**src/rtl/sram_pkg.sv**
```systemverilog
// Shared types for the SRAM controller slice: controller phase encoding and
// the write-slot payload.
package sram_pkg;

  localparam int SRAM_AW = 20;
  localparam int SRAM_DW = 16;

  typedef enum logic [2:0] {
    PH_WAIT,
    PH_W1,
    PH_W2,
    PH_R1,
    PH_R2
  } sram_phase_t;

  typedef struct packed {
    logic [SRAM_AW-1:0] addr;
    logic [SRAM_DW-1:0] data;
  } sram_wr_t;

endpackage

```
**src/rtl/sram_slot_tracker.sv**
```systemverilog
// Mirrors the SRAM controller's fixed schedule and flags the cycle before
// each Write_1 so that upstream logic can load the controller's inputs.
module sram_slot_tracker
  import sram_pkg::*;
(
  input  logic       clock_100,
  input  logic       reset,
  output logic [2:0] phase,
  output logic       load
);

  sram_phase_t state, state_next;

  always_ff @(posedge clock_100 or negedge reset) begin
    if (!reset) state <= PH_WAIT;
    else        state <= state_next;
  end

  always_comb begin
    state_next = state;
    case (state)
      PH_WAIT: state_next = PH_W1;
      PH_W1:   state_next = PH_W2;
      PH_W2:   state_next = PH_R1;
      PH_R1:   state_next = PH_R2;
      PH_R2:   state_next = PH_W1;
      default: state_next = PH_WAIT;
    endcase
  end

  // WAIT and R2 both precede a W1, so both are load cycles.
  always_comb begin
    phase = state;
    load  = 1'b0;
    if (state == PH_WAIT || state == PH_R2) load = 1'b1;
  end

endmodule

```
**src/rtl/sram_write_queue.sv**
```systemverilog
// Pixel write FIFO feeding the SRAM controller's write slot: one write per
// 4-cycle round, outputs held stable from W1 through R2.
module sram_write_queue
  import sram_pkg::*;
#(
  parameter int DEPTH = 16,
  parameter int AW    = SRAM_AW,
  parameter int DW    = SRAM_DW
) (
  input  logic                   clock_100,
  input  logic                   reset,
  input  logic                   px_valid,
  output logic                   px_ready,
  input  logic [AW-1:0]          px_addr,
  input  logic [DW-1:0]          px_data,
  output logic                   write_enable,
  output logic [AW-1:0]          write_addr,
  output logic [DW-1:0]          write_data,
  output logic [$clog2(DEPTH):0] level,
  output logic                   idle
);

  localparam int PW = $clog2(DEPTH);
  localparam int LW = PW + 1;

  typedef struct packed {
    logic [AW-1:0] addr;
    logic [DW-1:0] data;
  } entry_t;

  // Handshake: a pixel transfers on any edge where px_valid && px_ready;
  // px_valid may be held while px_ready is low and nothing is taken.
  entry_t        mem [DEPTH];
  logic [PW-1:0] wr_ptr, rd_ptr;
  logic [LW-1:0] count;
  logic [2:0]    slot_phase;
  logic          load, push, pop;

  sram_slot_tracker u_tracker (
    .clock_100 (clock_100),
    .reset     (reset),
    .phase     (slot_phase),
    .load      (load)
  );

  assign px_ready = (count != LW'(DEPTH));
  assign push     = px_valid && px_ready;
  assign pop      = load && (count != '0);
  assign level    = count;
  assign idle     = (count == '0) && !write_enable;

  always_ff @(posedge clock_100) begin
    if (push) mem[wr_ptr] <= {px_addr, px_data};
  end

  always_ff @(posedge clock_100 or negedge reset) begin
    if (!reset) begin
      wr_ptr <= '0;
      rd_ptr <= '0;
      count  <= '0;
    end else begin
      if (push) wr_ptr <= wr_ptr + PW'(1);
      if (pop)  rd_ptr <= rd_ptr + PW'(1);
      case ({push, pop})
        2'b10:   count <= count + LW'(1);
        2'b01:   count <= count - LW'(1);
        default: count <= count;
      endcase
    end
  end

  // Outputs only move on load edges; an empty queue on a load edge idles
  // the round but keeps the last address/data on the bus.
  always_ff @(posedge clock_100 or negedge reset) begin
    if (!reset) begin
      write_enable <= 1'b0;
      write_addr   <= '0;
      write_data   <= '0;
    end else if (load) begin
      if (count != '0) begin
        write_enable <= 1'b1;
        write_addr   <= mem[rd_ptr].addr;
        write_data   <= mem[rd_ptr].data;
      end else begin
        write_enable <= 1'b0;
      end
    end
  end

  load_matches_phase: assert property (@(posedge clock_100) disable iff (!reset)
    load == (slot_phase == PH_WAIT || slot_phase == PH_R2));

endmodule

```
**config.mk**
```make
export PLATFORM = sky130hd
export DESIGN_NAME = sram_write_queue
export DESIGN_NICKNAME = d
export VERILOG_FILES = /design/src/rtl/sram_pkg.sv /design/src/rtl/sram_slot_tracker.sv /design/src/rtl/sram_write_queue.sv
export SDC_FILE = /design/constraint.sdc
export NUM_CORES = 1
export LEC_CHECK = 0
export BUFFER_PORTS_ARGS = -buffer_cell sky130_fd_sc_hd__buf_2
export CAP_MARGIN = 20
export CORE_ASPECT_RATIO = 0.6
export CORE_MARGIN = 4
export CORE_UTILIZATION = 51
export DETAILED_ROUTE_END_ITERATION = 7
export GPL_ROUTABILITY_DRIVEN = 0
export PLACE_DENSITY = 0.75
export SYNTH_ARGS = -nofsm -noshare
export SYNTH_HDL_FRONTEND = slang
export SYNTH_SLANG_ARGS = --single-unit
export TNS_END_PERCENT = 20
```
**constraint.sdc**
```tcl
create_clock -name clock_100 -period 5 [get_ports clock_100]
set_input_delay 0.25 -clock clock_100 [delete_from_list [all_inputs] [get_ports clock_100]]
set_output_delay 0.25 -clock clock_100 [all_outputs]
set_load 0.005 [all_outputs]
```
== Word level (Yosys, flattened, before mapping) ==
Memory sizes are Yosys's and may differ from the RTL's. A register that Yosys moved wholly into a read port is not among the register bits.
Index checks and enable logic that the tools add are counted.
Storage, ports and cells
  input bits: 39
  logic and storage cells: 35
  memory bits (writable): 576
  flip-flop bits (word level): 17
  output and inout port bits: 44
  memories: 1
Memories
  mem: words 16, width 36, read ports 1, clocked after memory_dff 1, write ports 1, line sram_write_queue.sv:33  | entry_t mem [DEPTH];
Cells by class
  equal/unequal tests: 7
  multiplexer cells: 6
  $add $sub $neg: 4
  reduce and logical (&&, ||, !) cells: 12
Operators with widths (number)
  $pmux 3 s4: 1
  $pmux 5 s2: 1
  $add 4x1->4 const B: 2
  $eq 3x2->1 const B: 2
  $add 5x1->5 const B: 1
  $logic_not 5->1: 1
  $ne 5x5->1 const B: 1
  $reduce_bool 5->1: 1
  $sub 5x1->5 const B: 1
  $mux 1: 4
  $eq 3x1->1 const B: 1
  $eq 3x3->1 const B: 1
  $logic_and 1x1->1: 3
  $logic_not 3->1: 1
  $eq 2x1->1 const B: 1
  $eq 2x2->1 const B: 1
  $logic_not 1->1: 2
  $reduce_and 2->1: 1
  $reduce_bool 2->1: 1
  $reduce_or 2->1: 1
  $logic_or 1x1->1: 1

== Depth between registers and ports, before layout ==
  depth after elaboration: 6
  depth in mapped cells: 9
  mapped depth without buffers: 9

== By module ==
From an unflattened synthesis, not the netlist that was laid out.
Second synthesis, totals
  cells, all modules: 1064
  area total of the unflattened synthesis: 23939.2 µm²
By module, submodules not included
  sram_write_queue: sequential area each 18547.8 µm², cells an instance 1055, times used 1, area each 23835.4 µm²
  sram_slot_tracker: sequential area each 75.1 µm², cells an instance 9, times used 1, area each 103.8 µm²

== Worst setup path before layout ==
OpenSTA, ideal clock, no wires.
  path kind: register to register
  start: reg count[0], in the netlist level[0]
  end: mem mem[3][0] (netlist name), enable pin
  setup time: 0.474 ns
  data required time: 4.526 ns
  data arrival time: 3.537 ns
  clock period less this slack: 4.011 ns
  cell stages (with the launch flop): 5
  path buffers: 0
  setup slack: 0.989 ns
  path through: dfrtp_1 -> nor4_4 -> a21boi_2 -> nand2_1 -> nor3_1
Between the ends
  cells in the longest elaborated chain, start to end: 4
Ends and longest elaborated chain
  start: declaration: line sram_write_queue.sv:35  | logic [LW-1:0] count;
  start signal: assignment: line sram_write_queue.sv:65  | 2'b10: count <= count + LW'(1);
  start signal: assignment: line sram_write_queue.sv:66  | 2'b01: count <= count - LW'(1);
  start signal: assignment: line sram_write_queue.sv:67  | default: count <= count;
  $ne 5x5->1: line sram_write_queue.sv:46  | assign px_ready = (count != LW'(DEPTH));
  $logic_and 1x1->1: line sram_write_queue.sv:47  | assign push = px_valid && px_ready;
  $mux 1: line sram_write_queue.sv:53  | if (push) mem[wr_ptr] <= {px_addr, px_data};
  $mux 1 (not written as such): line sram_write_queue.sv:53
  end: declaration: line sram_write_queue.sv:33
No other way between the ends.

== Worst setup path after layout ==
  start: reg count[0], in the netlist level[0]
  end: reg count[4], in the netlist level[4]
Between the ends
  cells in the longest elaborated chain, start to end: 4
  elaborated cells between the ends (all ways): 10
  those cells by class: 2 x add/sub; 3 x eq/ne; 1 x mux; 4 x reduce/logical
Ends and longest elaborated chain
  $reduce_bool 5->1 (*): line sram_write_queue.sv:48  | assign pop = load && (count != '0);
  $logic_and 1x1->1 (*): line sram_write_queue.sv:48
  named net pop: line sram_write_queue.sv:37  | logic load, push, pop;
  $eq 2x1->1 or $eq 2x2->1 (tied branches): line sram_write_queue.sv:64  | case ({push, pop})
  $pmux 5 s2 or $reduce_bool 2->1 (tied branches)
The timed path passes the listed nets; every way through them passes the cells marked *.
A chain may end at the register's enable or synchronous reset.

==> flow_summary.ini <==
[global_route]
global_route.usage.total = 0.201
grt_max_degree = 59
grt_pass1_vias = 11300
first_pass_grt_wire_length_um = 75300
global_route.overflow_total = 0
number_of_antenna_violations_at_the_first_check_in_global_routing = 2

[synthesis]
yosys-mux-area-fraction = 0.165
ys_dominant_reg_cell = sky130_fd_sc_hd__edfxtp_1
post_synth_fa_ha_maj_area_fraction = 0.00550
yosysWarnings = 0
synth_commonest_cells = sky130_fd_sc_hd__edfxtp_1, sky130_fd_sc_hd__mux4_2, sky130_fd_sc_hd__mux2i_1
synthesized_net_count = 1104
ys_types = 32
yosys.cell_count.top_type = sky130_fd_sc_hd__edfxtp_1
syn-mean-instance-area_um2 = 22.8
dominant_combinational_cell_family_by_area_after_synthesis = multiplexers
count_of_flip_flops_with_a_built_in_enable_after_synthesis = 576
synthesis.instances = 1055
synth_sequential_area_ratio = 0.773
synth_seq_cells = 629
async_flop_share = 0.0843
synth-compound-area-share = 0.0239
xor_xnor_portion_of_the_synthesized_cell_area = 0.00363
post_synth_instance_area_um2 = 24100
synth.largest_area_cell = sky130_fd_sc_hd__edfxtp_1
post_synth_and_or_nand_nor_area_fraction = 0.0145
synthTopCellsByArea = sky130_fd_sc_hd__edfxtp_1, sky130_fd_sc_hd__mux4_2, sky130_fd_sc_hd__dfrtp_1, sky130_fd_sc_hd__mux2i_1, sky130_fd_sc_hd__o221ai_2
netlist.area_leader.share = 0.718

[cells_and_area]
final_layout_size_suffix_gt1_frac = 0.323
area_growth_pct = 12.8
finish.utilization = 0.585
multi_input_area_um2 = 5240
n_fill_cell = 3223
regArea_um2 = 18600
finalNetCount = 1222

[pwr]
vdd_ir_drop_max_uv = 300
pwr_density_cell_nw_per_um2 = 550
p_leak_uw = 0.00902

[timing]
clock-skew-final_ps = 20.9
finalMaxSlewViolations = 0
hold_viol_final = 0
final.setup.tns_ps = 0
worst_slew_pin_slew_ps = 1050
fin_ws_ps = 1860
final_min_period_over_clock_period = 0.627
rsz0062_at_grt = false
max-slew-margin-rel = 0.299
max_freq_mhz = 319
final_period_minus_worst_setup_slack_ps = 3140
final-setup-viol-count = 0

[routing]
totalWireLength_um = 50100
wire_length_on_met3_um = 3760
avgRoutedWirePerCell_um = 27.1
router_iterations_before_antenna_repair = 5
vias = 11100
post-route-drc-count = 0
drt.antenna.violating_nets = 0
wl_met1_um = 22500
wl_met2_um = 23200
initialDrtViolationCount = 1385
routed.top_layer = met4
route.detailed.vias_per_inst = 5.99

[critical_path]
setup.reg_to_reg.worst_slack_ps = 1860
cp_slowest_stage_delay_ps = 580
nature_of_the_critical_path_startpoint = flop
worst-endpoint-arrival_ps = 3640
path_class = flop to flop
critical-path-slowest-cell = sky130_fd_sc_hd__a211o_4
critical_path_maximum_fanout = 40
regToRegStartpoint = level[0]$_DFFE_PN0P_
r2r_cells = 9
timing.rr.end = level[4]$_DFFE_PN0P_
required_ps = 5500
timing.critical_path.to_type = flop
worstPathCellList = nor4_4 > a211o_4 > inv_4 > ha_1 > fa_1 > a21o_1 > a21oi_1 > mux2i_1 > xnor2_1

[clock_tree]
cts-buffers-inserted = 53
cts_tree = yes
cts-htree-levels = 2
numClockSinks = 629
post-cts-setup-buffer-count = 0
worstSkewPairLatency_ps = 590
worst_setup_hold_path_clk_slew_ps = 70
clock_tree.root_cell = sky130_fd_sc_hd__clkbuf_16
cts.path.max_buffers = 3
cts_repair_resize_count = 0
cts_hold_repair.buffers = 1

[worst_hold_path]
hold_end = mem[8][17]$_DFFE_PP_
worst_hold_depth = 1
worstHoldStart = px_addr[1]
worstHoldPathType = input port to flop

[placed_design]
io_buffer_count = 82
post-place-ws_ps = 1850
detailed_place_hpwl_um = 28800

[run_status]
status = complete, no violations

[floorplanning]
die_area_um2 = 50900
num_io_pins = 83
die_width_um = 289
core.rowCount = 61
area_of_the_placeable_core_um2 = 46500
die_height_um = 176
floorplan.initialDensity = 0.518

[run]
timing.max_cap.violations = 0
registers in the layout, indices dropped and copies added, names as in the netlist:
| register | count |
|---|---|
| mem | 576 |
| write_addr | 20 |
| write_data | 16 |
| level | 5 |
| rd_ptr | 4 |
| wr_ptr | 4 |
| u_tracker.phase | 3 |
| write_enable | 1 |
metal layers:
metal  up-vias  track usage
met4         0       0.0372
met3        55       0.0368
li1       4655            -
met5         -            0
met2       385        0.301
met1      5978        0.317
worst max-delay path by stage:
stage / start / end / slack (ps) / cells after the start
3_5_place_dp: level[0]$_DFFE_PN0P_ / mem[0][6]$_DFFE_PP_ / 1850 / 5
4_1_cts: level[0]$_DFFE_PN0P_ / mem[0][3]$_DFFE_PP_ / 1850 / 5
2_1_floorplan: level[0]$_DFFE_PN0P_ / mem[3][0]$_DFFE_PP_ / 990 / 4
3_3_place_gp: level[0]$_DFFE_PN0P_ / level[4]$_DFFE_PN0P_ / 1900 / 9
6_report: level[0]$_DFFE_PN0P_ / level[4]$_DFFE_PN0P_ / 1860 / 9
5_1_grt: level[0]$_DFFE_PN0P_ / level[4]$_DFFE_PN0P_ / 1670 / 9
layout make-up:
| type | instances | area share |
|---|---|---|
| Clock inverter | 30 | 0.0115 |
| Timing Repair Buffer | 117 | 0.0265 |
| Inverter | 5 | 0.000782 |
| Sequential cell | 629 | 0.685 |
| Antenna cell | 2 | 0.000184 |
| Multi-Input combinational cell | 367 | 0.193 |
| Clock buffer | 70 | 0.0538 |
| Tap cell | 630 | 0.0290 |
critical path, delay by kind of cell (launching register included):
kind | cells | cell delay [ps]
compound gates | 3 | 920
xor+xnor | 1 | 140
fa+ha+maj | 2 | 730
buf+inv | 1 | 100
flops | 1 | 470
mux | 1 | 260
simple gates | 1 | 430
logic make-up (layout without fill, tap and decap cells):
| kind of cell | count (synthesis) | count (layout) |
|---|---|---|
| adder cells (fa/ha/maj) | 10 | 10 |
| multiplexers | 218 | 218 |
| buffers and inverters | 59 | 222 |
| other | 0 | 2 |
| AND/OR/NAND/NOR | 82 | 82 |
| AO/OA/AOI/OAI | 47 | 47 |
| flip-flops | 629 | 629 |
| XOR/XNOR | 10 | 10 |
per-stage QoR:
| stage | hold WS [ps] | total power (uW) | cells | instance area, um^2 |
|---|---|---|---|---|
| CTS | 17.6 | 15100 | 1847 | 27200 |
| floorplan | -45.6 | 9600 | 1055 | 24100 |
| global placement | 432 | 10800 | 1746 | 25400 |
| global route | 31.1 | 15600 | 1849 | 27200 |
| detailed placement | 449 | 10900 | 1746 | 25400 |
| finish | 44.8 | 14900 | 1850 | 27200 |
cell usage in the layout, fill, tap and decap left out, drive strengths merged, types with 9 or more instances in the layout:
cell / n
edfxtp: 576
clkbuf: 70
ha: 9
nor2: 16
buf: 116
o221ai: 36
xnor2: 9
clkinv: 19
nand2: 55
mux2i: 73
mux4: 144
dfrtp: 53
report_power, final:
| group | total, uW | internal (uW) | switching, uW |
|---|---|---|---|
| clock network | 4200 | 2380 | 1820 |
| logic | 3840 | 1820 | 2020 |
| registers | 6910 | 6430 | 473 |
Note: power is estimated with default switching activity, not from simulation.
